[config.mk]
export PLATFORM = sky130hd
export DESIGN_NAME = mimo_frame_loader
export DESIGN_NICKNAME = d
export VERILOG_FILES = /design/src/rtl/mimo_frame_loader.sv
export SDC_FILE = /design/constraint.sdc
export NUM_CORES = 1
export LEC_CHECK = 0
export ABC_AREA = 1
export CAP_MARGIN = 20
export CORE_MARGIN = 8
export CORE_UTILIZATION = 60
export DETAILED_ROUTE_END_ITERATION = 10
export PLACE_DENSITY = 0.85
export REMOVE_ABC_BUFFERS = 1
export SLEW_MARGIN = 20
export SYNTH_ARGS = -nofsm -noshare
export SYNTH_HDL_FRONTEND = slang
export SYNTH_SLANG_ARGS = --single-unit
[constraint.sdc]
create_clock -name clk -period 3.05 [get_ports clk]
set_clock_uncertainty 0.1 [all_clocks]
set_input_delay 0.305 -clock clk [delete_from_list [all_inputs] [get_ports clk]]
set_output_delay 0.305 -clock clk [all_outputs]
set_load 0.01 [all_outputs]
[src/rtl/mimo_frame_loader.sv]
// mimo_frame_loader: packs a serial W_l-bit word stream into channel-row bursts and paced data vectors for the MIMO decoder.
// Define MIMO_LOADER_VCOUNT_EN to count issued data vectors on vec_count; otherwise vec_count is tied to 0.
module mimo_frame_loader #(
    parameter int W_l           = 15,
    parameter int DATA_INTERVAL = 38
) (
    input  logic             clk,
    input  logic             rst,
    input  logic             s_valid,
    output logic             s_ready,
    input  logic [W_l-1:0]   s_data,
    input  logic             s_chan,
    output logic             dec_flag,
    output logic [8*W_l-1:0] dec_data,
    output logic             dec_new,
    output logic             busy,
    output logic             err,
    output logic [15:0]      vec_count
);
    typedef enum logic [1:0] {ST_IDLE, ST_CH_ISSUE, ST_HOLD} state_t;

    state_t               state_q, state_d;
    logic [31:0][W_l-1:0] ch_q, ch_d;
    logic [7:0][W_l-1:0]  sh_q, sh_d;
    logic [8*W_l-1:0]     dec_data_q, dec_data_d;
    logic [7:0]           icnt_q, icnt_d;
    logic [4:0]           cnt_q, cnt_d, idx;
    logic [1:0]           row;
    logic                 tag_q, tag_d, ch_pend_q, ch_pend_d, sh_full_q, sh_full_d;
    logic                 ch_loaded_q, ch_loaded_d, s_ready_q, s_ready_d;
    logic                 dec_flag_q, dec_flag_d, dec_new_q, dec_new_d, err_q, err_d;

    always_comb begin
        state_d     = state_q;
        ch_d        = ch_q;
        sh_d        = sh_q;
        dec_data_d  = dec_data_q;
        icnt_d      = icnt_q;
        cnt_d       = cnt_q;
        tag_d       = tag_q;
        ch_pend_d   = ch_pend_q;
        sh_full_d   = sh_full_q;
        ch_loaded_d = ch_loaded_q;
        dec_flag_d  = dec_flag_q;
        dec_new_d   = 1'b0;
        err_d       = err_q;
        idx         = cnt_q;
        row         = (state_q == ST_CH_ISSUE) ? icnt_q[1:0] + 2'd1 : 2'd0;
        if (s_valid && s_ready_q) begin
            // A tag change abandons the partial group and restarts at slot 0
            idx   = (cnt_q != 5'd0 && s_chan != tag_q) ? 5'd0 : cnt_q;
            err_d = err_q | (cnt_q != 5'd0 && s_chan != tag_q);
            tag_d = s_chan;
            if (s_chan) begin
                ch_d[idx] = s_data;
                cnt_d     = idx + 5'd1;
                ch_pend_d = (idx == 5'd31);
            end else begin
                sh_d[idx[2:0]] = s_data;
                cnt_d          = (idx == 5'd7) ? 5'd0 : idx + 5'd1;
                sh_full_d      = (idx == 5'd7) && ch_loaded_q;
                err_d          = err_d | ((idx == 5'd7) && !ch_loaded_q);
            end
        end
        if (state_q == ST_CH_ISSUE) begin
            if (icnt_q == 8'd3) begin
                state_d     = ST_IDLE;
                dec_flag_d  = 1'b0;
                dec_data_d  = '0;
                ch_pend_d   = 1'b0;
                ch_loaded_d = 1'b1;
            end else begin
                icnt_d     = icnt_q + 8'd1;
                dec_data_d = ch_q[{row, 3'b000} +: 8];
            end
        end else if (state_q == ST_HOLD && icnt_q != 8'd0) begin
            icnt_d = icnt_q - 8'd1;
        end else if (ch_pend_q) begin
            state_d    = ST_CH_ISSUE;
            icnt_d     = 8'd0;
            dec_flag_d = 1'b1;
            dec_data_d = ch_q[{row, 3'b000} +: 8];
        end else if (sh_full_q) begin
            state_d    = ST_HOLD;
            icnt_d     = 8'(DATA_INTERVAL - 1);
            dec_data_d = sh_q;
            dec_new_d  = 1'b1;
            sh_full_d  = 1'b0;
        end else begin
            state_d = ST_IDLE;
        end
        s_ready_d = !sh_full_d && !ch_pend_d && (state_d != ST_CH_ISSUE);
    end

    always_ff @(posedge clk or negedge rst) begin
        if (!rst) begin
            state_q     <= ST_IDLE;
            ch_q        <= '0;
            sh_q        <= '0;
            dec_data_q  <= '0;
            icnt_q      <= '0;
            cnt_q       <= '0;
            tag_q       <= 1'b0;
            ch_pend_q   <= 1'b0;
            sh_full_q   <= 1'b0;
            ch_loaded_q <= 1'b0;
            s_ready_q   <= 1'b0;
            dec_flag_q  <= 1'b1;
            dec_new_q   <= 1'b0;
            err_q       <= 1'b0;
        end else begin
            state_q     <= state_d;
            ch_q        <= ch_d;
            sh_q        <= sh_d;
            dec_data_q  <= dec_data_d;
            icnt_q      <= icnt_d;
            cnt_q       <= cnt_d;
            tag_q       <= tag_d;
            ch_pend_q   <= ch_pend_d;
            sh_full_q   <= sh_full_d;
            ch_loaded_q <= ch_loaded_d;
            s_ready_q   <= s_ready_d;
            dec_flag_q  <= dec_flag_d;
            dec_new_q   <= dec_new_d;
            err_q       <= err_d;
        end
    end

`ifdef MIMO_LOADER_VCOUNT_EN
    logic [15:0] vcnt_q, vcnt_d;

    always_comb vcnt_d = (state_q == ST_CH_ISSUE && icnt_q == 8'd3) ? 16'd0 : vcnt_q + 16'(dec_new_d);

    always_ff @(posedge clk or negedge rst) begin
        if (!rst) vcnt_q <= '0;
        else vcnt_q <= vcnt_d;
    end

    assign vec_count = vcnt_q;
`else
    assign vec_count = '0;
`endif

    assign s_ready  = s_ready_q;
    assign dec_flag = dec_flag_q;
    assign dec_data = dec_data_q;
    assign dec_new  = dec_new_q;
    assign err      = err_q;
    assign busy     = (cnt_q != 5'd0) || (state_q != ST_IDLE) || ch_pend_q || sh_full_q;
endmodule

### After elaboration in Yosys (flattened, before gate mapping)

Cells that the tools add are included.

| cells by class | value |
|---|---|
| equal/unequal tests | 10 |
| divide/modulo/power cells | 0 |
| multiplexer cells | 44 |
| bitwise gates (word level) | 3 |
| reduce and logical (&&, ||, !) cells | 27 |
| $add $sub $neg | 4 |
| magnitude comparators | 4 |
| shift operators | 15 |
| $mul | 0 |

Operator list:

| kind | count |
|---|---|
| $mux 120 | 5 |
| $bwmux 480 | 1 |
| $shiftx 32x6->8 | 15 |
| $bwmux 120 | 1 |
| $demux 15 s5 | 1 |
| $demux 15 s3 | 1 |
| $mux 8 | 5 |
| $mux 15 | 2 |
| $mux 1 | 19 |
| $mux 5 | 3 |
| $mux 2 | 6 |
| $reduce_and 2->1 | 5 |
| $logic_and 1x1->1 | 9 |
| $add 8x1->8 const B | 1 |
| $eq 8x2->1 const B | 1 |
| $reduce_bool 8->1 | 1 |
| $sub 8x1->8 const B | 1 |
| $lt 5x6->1 const B | 1 |
| $add 5x1->5 const B | 1 |
| $eq 5x3->1 const B | 1 |
| $eq 5x5->1 const B | 1 |
| $ge 5x1->1 const B | 1 |
| $reduce_bool 5->1 | 1 |
| $lt 3x4->1 const B | 1 |
| 15 further kinds | 23 |

| storage, ports and cells | value |
|---|---|
| memories kept | 0 |
| memory bits (read-only) | 0 |
| RAM bits | 0 |
| latch bits | 0 |
| input bits | 19 |
| flip-flop bits (word level) | 743 |

### Logic depth before layout (Yosys ltp)

| logic depth | value |
|---|---|
| depth after elaboration | 14 |
| mapped depth | 15 |

### Least setup slack after synthesis

No wires, ideal clock.

| timing | value |
|---|---|
| path kind | register -> register |
| start point | register cnt_q[2] |
| end point | register ch_q[405] (netlist name) |
| setup time | 0.126 ns |
| data arrival time | 2.185 ns |
| buffers on the path | 3 |
| setup slack | 0.639 ns |
| period minus slack after synthesis | 2.411 ns |
| stages on the path, launching flop included | 15 |
| cells stage by stage | dfrtp_1 buf_2 nor2_1 nand3_2 nand2_4 inv_1 nor2_2 ha_1 inv_1 nor2_1 clkinv_1 nor2_1 buf_4 buf_6 o21ai_0 |

| on the way | value |
|---|---|
| word-level cells in the longest chain between the ends | 8 |
| elaborated cells on any way between the ends | 9 |
| classes of those cells | order compare (2); mux (4); reduce/logical (3) |

Ends and longest elaborated chain:

| what | RTL line | RTL |
|---|---|---|
| from (decl) | 27 | `logic [4:0] cnt_q, cnt_d, idx;` |
| from (signal assigned) | 117 | `cnt_q <= cnt_d;` |
| $reduce_bool 5->1 | 51 | `idx = (cnt_q != 5'd0 && s_chan != tag_q) ? 5'd0 : cnt_q;` |
| $logic_and 1x1->1 | 51 |  |
| $mux 5 * | 51 |  |
| $lt 5x6->1 (implied by the code) or $ge 5x1->1 (tied branches) | 55 | `ch_d[idx] = s_data;` |
| $logic_and 1x1->1 (implied by the code) | 55 |  |
| $mux 15 (implied by the code) | 55 |  |
| $demux 15 s5 * | 55 |  |
| $bwmux 480 * | 55 |  |
| to (signal assigned) | 113 | `ch_q <= ch_d;` |
| to (decl) | 23 | `logic [31:0][W_l-1:0] ch_q, ch_d;` |

Every way passes the cells marked *; elsewhere a longest branch is shown, timed or not.
A chain may end at the register's enable or synchronous reset.

### Worst setup path after layout

| timing | value |
|---|---|
| start point | register cnt_q[3] |
| end point | output port busy |

| on the way | value |
|---|---|
| word-level cells in the longest chain between the ends | 4 |

Ends and longest elaborated chain:

| what | RTL line | RTL |
|---|---|---|
| $reduce_bool 5->1 | 149 | `assign busy = (cnt_q != 5'd0) \|\| (state_q != ST_IDLE) \|\| ch_pend_q \|\| sh_full_q;` |
| $logic_or 1x1->1 (3 in a row) | 149 |  |
| to (decl) | 16 | `output logic busy,` |

Every way passes these cells.

==> impl_metrics.ini <==
[route]
drc = 0
drt_iter0_markers = 3892
drt-wirelength-per-cell_um = 20.4
drt-total-wl_mm = 104
ant_nets = 0
viasPerCell = 6.00
drt_pre_antenna_iters = 6
vias = 30400

[min_path]
hold_path_class = primary input to asynchronous set/reset pin

[setup_path]
r2r_setup_slack_ns = 0.38
crit_start = cnt_q[3]
r2r_start = cnt_q[3]
endpoint = busy
critPathCaptureType = output port
start_kind = register
critPathKind = register to output port
r2r_end = ch_q[291]
worstPathMaxFanout = 4
critPathArrivalTime_ns = 2.31
worstPathRequired_ns = 2.64
ff2ff_path_depth = 14

[power]
sequentialPowerShare_pct = 35.9
clkPwrFrac_pct = 24.7
p_int_w = 0.0230
p_sw_w = 0.0145
swShare_pct = 38.7
leakagePower_nw = 18.1
max-vdd-ir-drop_v = 0.00108
cellPowerDensity_nw_per_um2 = 968
share_comb_of_total_power_pct = 39.4

[yosys]
yosysSeqAreaShare_pct = 54.3
synth_ff_type = dfrtp_1
synth_async_sr_flop_share_pct = 100
synth.avg_cell_area_um2 = 8.03
synth_area_leader_cell = dfrtp_1
synthCells = 4264
synthTopCellsByArea = dfrtp_1 54%, nand2_1 14%, o21ai_0 12%
netlist_area_um2 = 34200
synth_top_area_share_pct = 54.2
synth_edf_count = 0
yosys_warnings = 0
synth_cell_types = 33
synth_seq_cells = 743

[sta]
slew_headroom_pct = 23.7
finalCritPeriodShare_pct = 89.1
grt_setup_unrepaired = no
drv_slew = 0
setup_ws_ns = 0.334
worst_slew_pin_slew_ns = 1.14
max_freq_mhz = 368
final-hold-violation-count = 0
finalSetupViolCount = 0
finalSetupTns_ns = 0
layout_min_cycle_time_ns = 2.72

[clock_tree]
cts_tree = done
clock_sinks = 743
clkTransAtPathRegs_ns = 0.06
postCtsSetupRepairBufs = 0
cts_buffers = 73
htree_levels = 3
clockRootBuffer = clkbuf_16
insertion_delay_ns = 0.62
cts_max_path_buffers = 3

[placement]
gp_congestion = 0.890
post-place-ws_ns = -0.0111
placed_area_um2 = 36300
numPortBuffers = 143
dp_hpwl_mm = 60.0

[global_route]
grt_max_degree = 126
grt-ovfl-total = 0
antenna_found_initial = 4
grt_pass1_vias = 29900
grt_usage_pct = 32.0
grt_pass1_wl_mm = 164

[die]
dieArea_um2 = 65000
start_util_pct = 60.7
ios = 160
die_y_um = 255
rows = 87
core_area_um2 = 56400
die_w_um = 255

[final_layout]
syn2layout_area_growth_pct = 13.3
drive_gt1_share_pct = 6.47
diodes = 0
nets = 4288
stdcell_area_um2 = 38800
layout_commonest_cell = nand2_1
final_cell_mix = 1250 x nand2_1, 822 x o21ai_0, 742 x dfrtp_1

[status]
outcome = completed

[run]
maxCapViolCount = 0
[metrics by stage]
step | instances | util [%] | hold WS (ns) | total power (W)
finish | 5070 | 68.8 | 0.139 | 0.0376
global route | 5070 | 68.8 | 0.240 | 0.0397
CTS | 5070 | 68.8 | 0.186 | 0.0374
detailed placement | 4942 | 64.4 | 0.222 | 0.0280
global placement | 4942 | 64.4 | 0.223 | 0.0277
floorplan | 3915 | - | -0.0906 | 0.0209
[cell usage after synthesis (3+ instances only)]
| master | count |
|---|---|
| nand2_1 | 1252 |
| o21ai_0 | 823 |
| dfrtp_1 | 742 |
| inv_1 | 324 |
| nor2_1 | 253 |
| a21oi_1 | 251 |
| clkbuf_1 | 210 |
| o211ai_1 | 122 |
| buf_2 | 96 |
| nor3_1 | 32 |
| buf_4 | 27 |
| o21ai_1 | 25 |
| nand3_1 | 22 |
| buf_1 | 12 |
| buf_6 | 11 |
| clkbuf_2 | 8 |
| nand2_2 | 8 |
| ha_1 | 7 |
| inv_2 | 6 |
| nor2_2 | 6 |
| nor2_4 | 6 |
| xor2_1 | 4 |
| a31oi_1 | 3 |
| nand2_4 | 3 |
| nand4_1 | 3 |
[metal layers]
layer	up-vias	part of all wire (%)	wire, µm	track usage [%]
li1	13600	-	-	-
met1	14600	38	39000	41.8
met2	1807	45	46800	49.4
met3	378	11	11600	6.79
met4	4	6.0	6270	18.3
met5	-	0.025	26	0
[registers in the layout, indices dropped and copies added (netlist names)]
name / flops
ch_loaded_q: 1
ch_pend_q: 1
ch_q: 480
cnt_q: 5
dec_data: 120
dec_flag: 1
dec_new: 1
err: 1
icnt_q: 8
s_ready: 1
sh_full_q: 1
sh_q: 120
state_q: 2
tag_q: 1
[power groups by stage]
stage               Sequential, W  Combinational (W)  Clock, W
detailed placement         0.0136             0.0144         0
finish                     0.0135             0.0148   0.00926
CTS                        0.0135             0.0146   0.00929
floorplan                  0.0137            0.00718         0
global placement           0.0135             0.0141         0
global route               0.0137             0.0162   0.00968
[final cells by class]
cell class                 count  area [µm²]
fill                        4289       17600
clock buffer                 111        2260
clock inverter                16         191
inverter                     332        1250
timing repair buffer         272        2730
sequential                   743       18600
multi-input combinational   2840       12800
tap                          756         946
[worst min path at each step]
stage	start	to	depth (start not counted)
floorplan	rst	ch_loaded_q	0
global placement	rst	dec_data[70]	1
detailed placement	rst	dec_data[70]	1
CTS	rst	dec_data[70]	2
global route	rst	dec_data[70]	2
finish	rst	dec_data[70]	2
[worst max-delay path, cell delays in order (launching register included)]
cell	delay, ns
dfrtp_1	0.45
nor2_1	0.21
nand3_2	0.15
nor3_1	0.16
nand3_1	0.19
clkdlybuf4s50_1	0.54
[kinds of logic after synthesis]
family / Yosys count / share of synthesized area [%]
other cells: 1 / 0.0110
compound gates: 1225 / 18.8
xor+xnor: 5 / 0.128
fa+ha+maj: 7 / 0.256
flops: 743 / 54.3
simple gates: 1587 / 17.9
buf+inv: 696 / 8.55
[repair_timing]
action / in CTS / in global routing
endpoints found under the hold margin: 58 / 0
setup endpoints to repair: 0 / 23
hold buffers: 1 / 0
resized for setup: 0 / 1
Power figures use the tool's default switching activity.
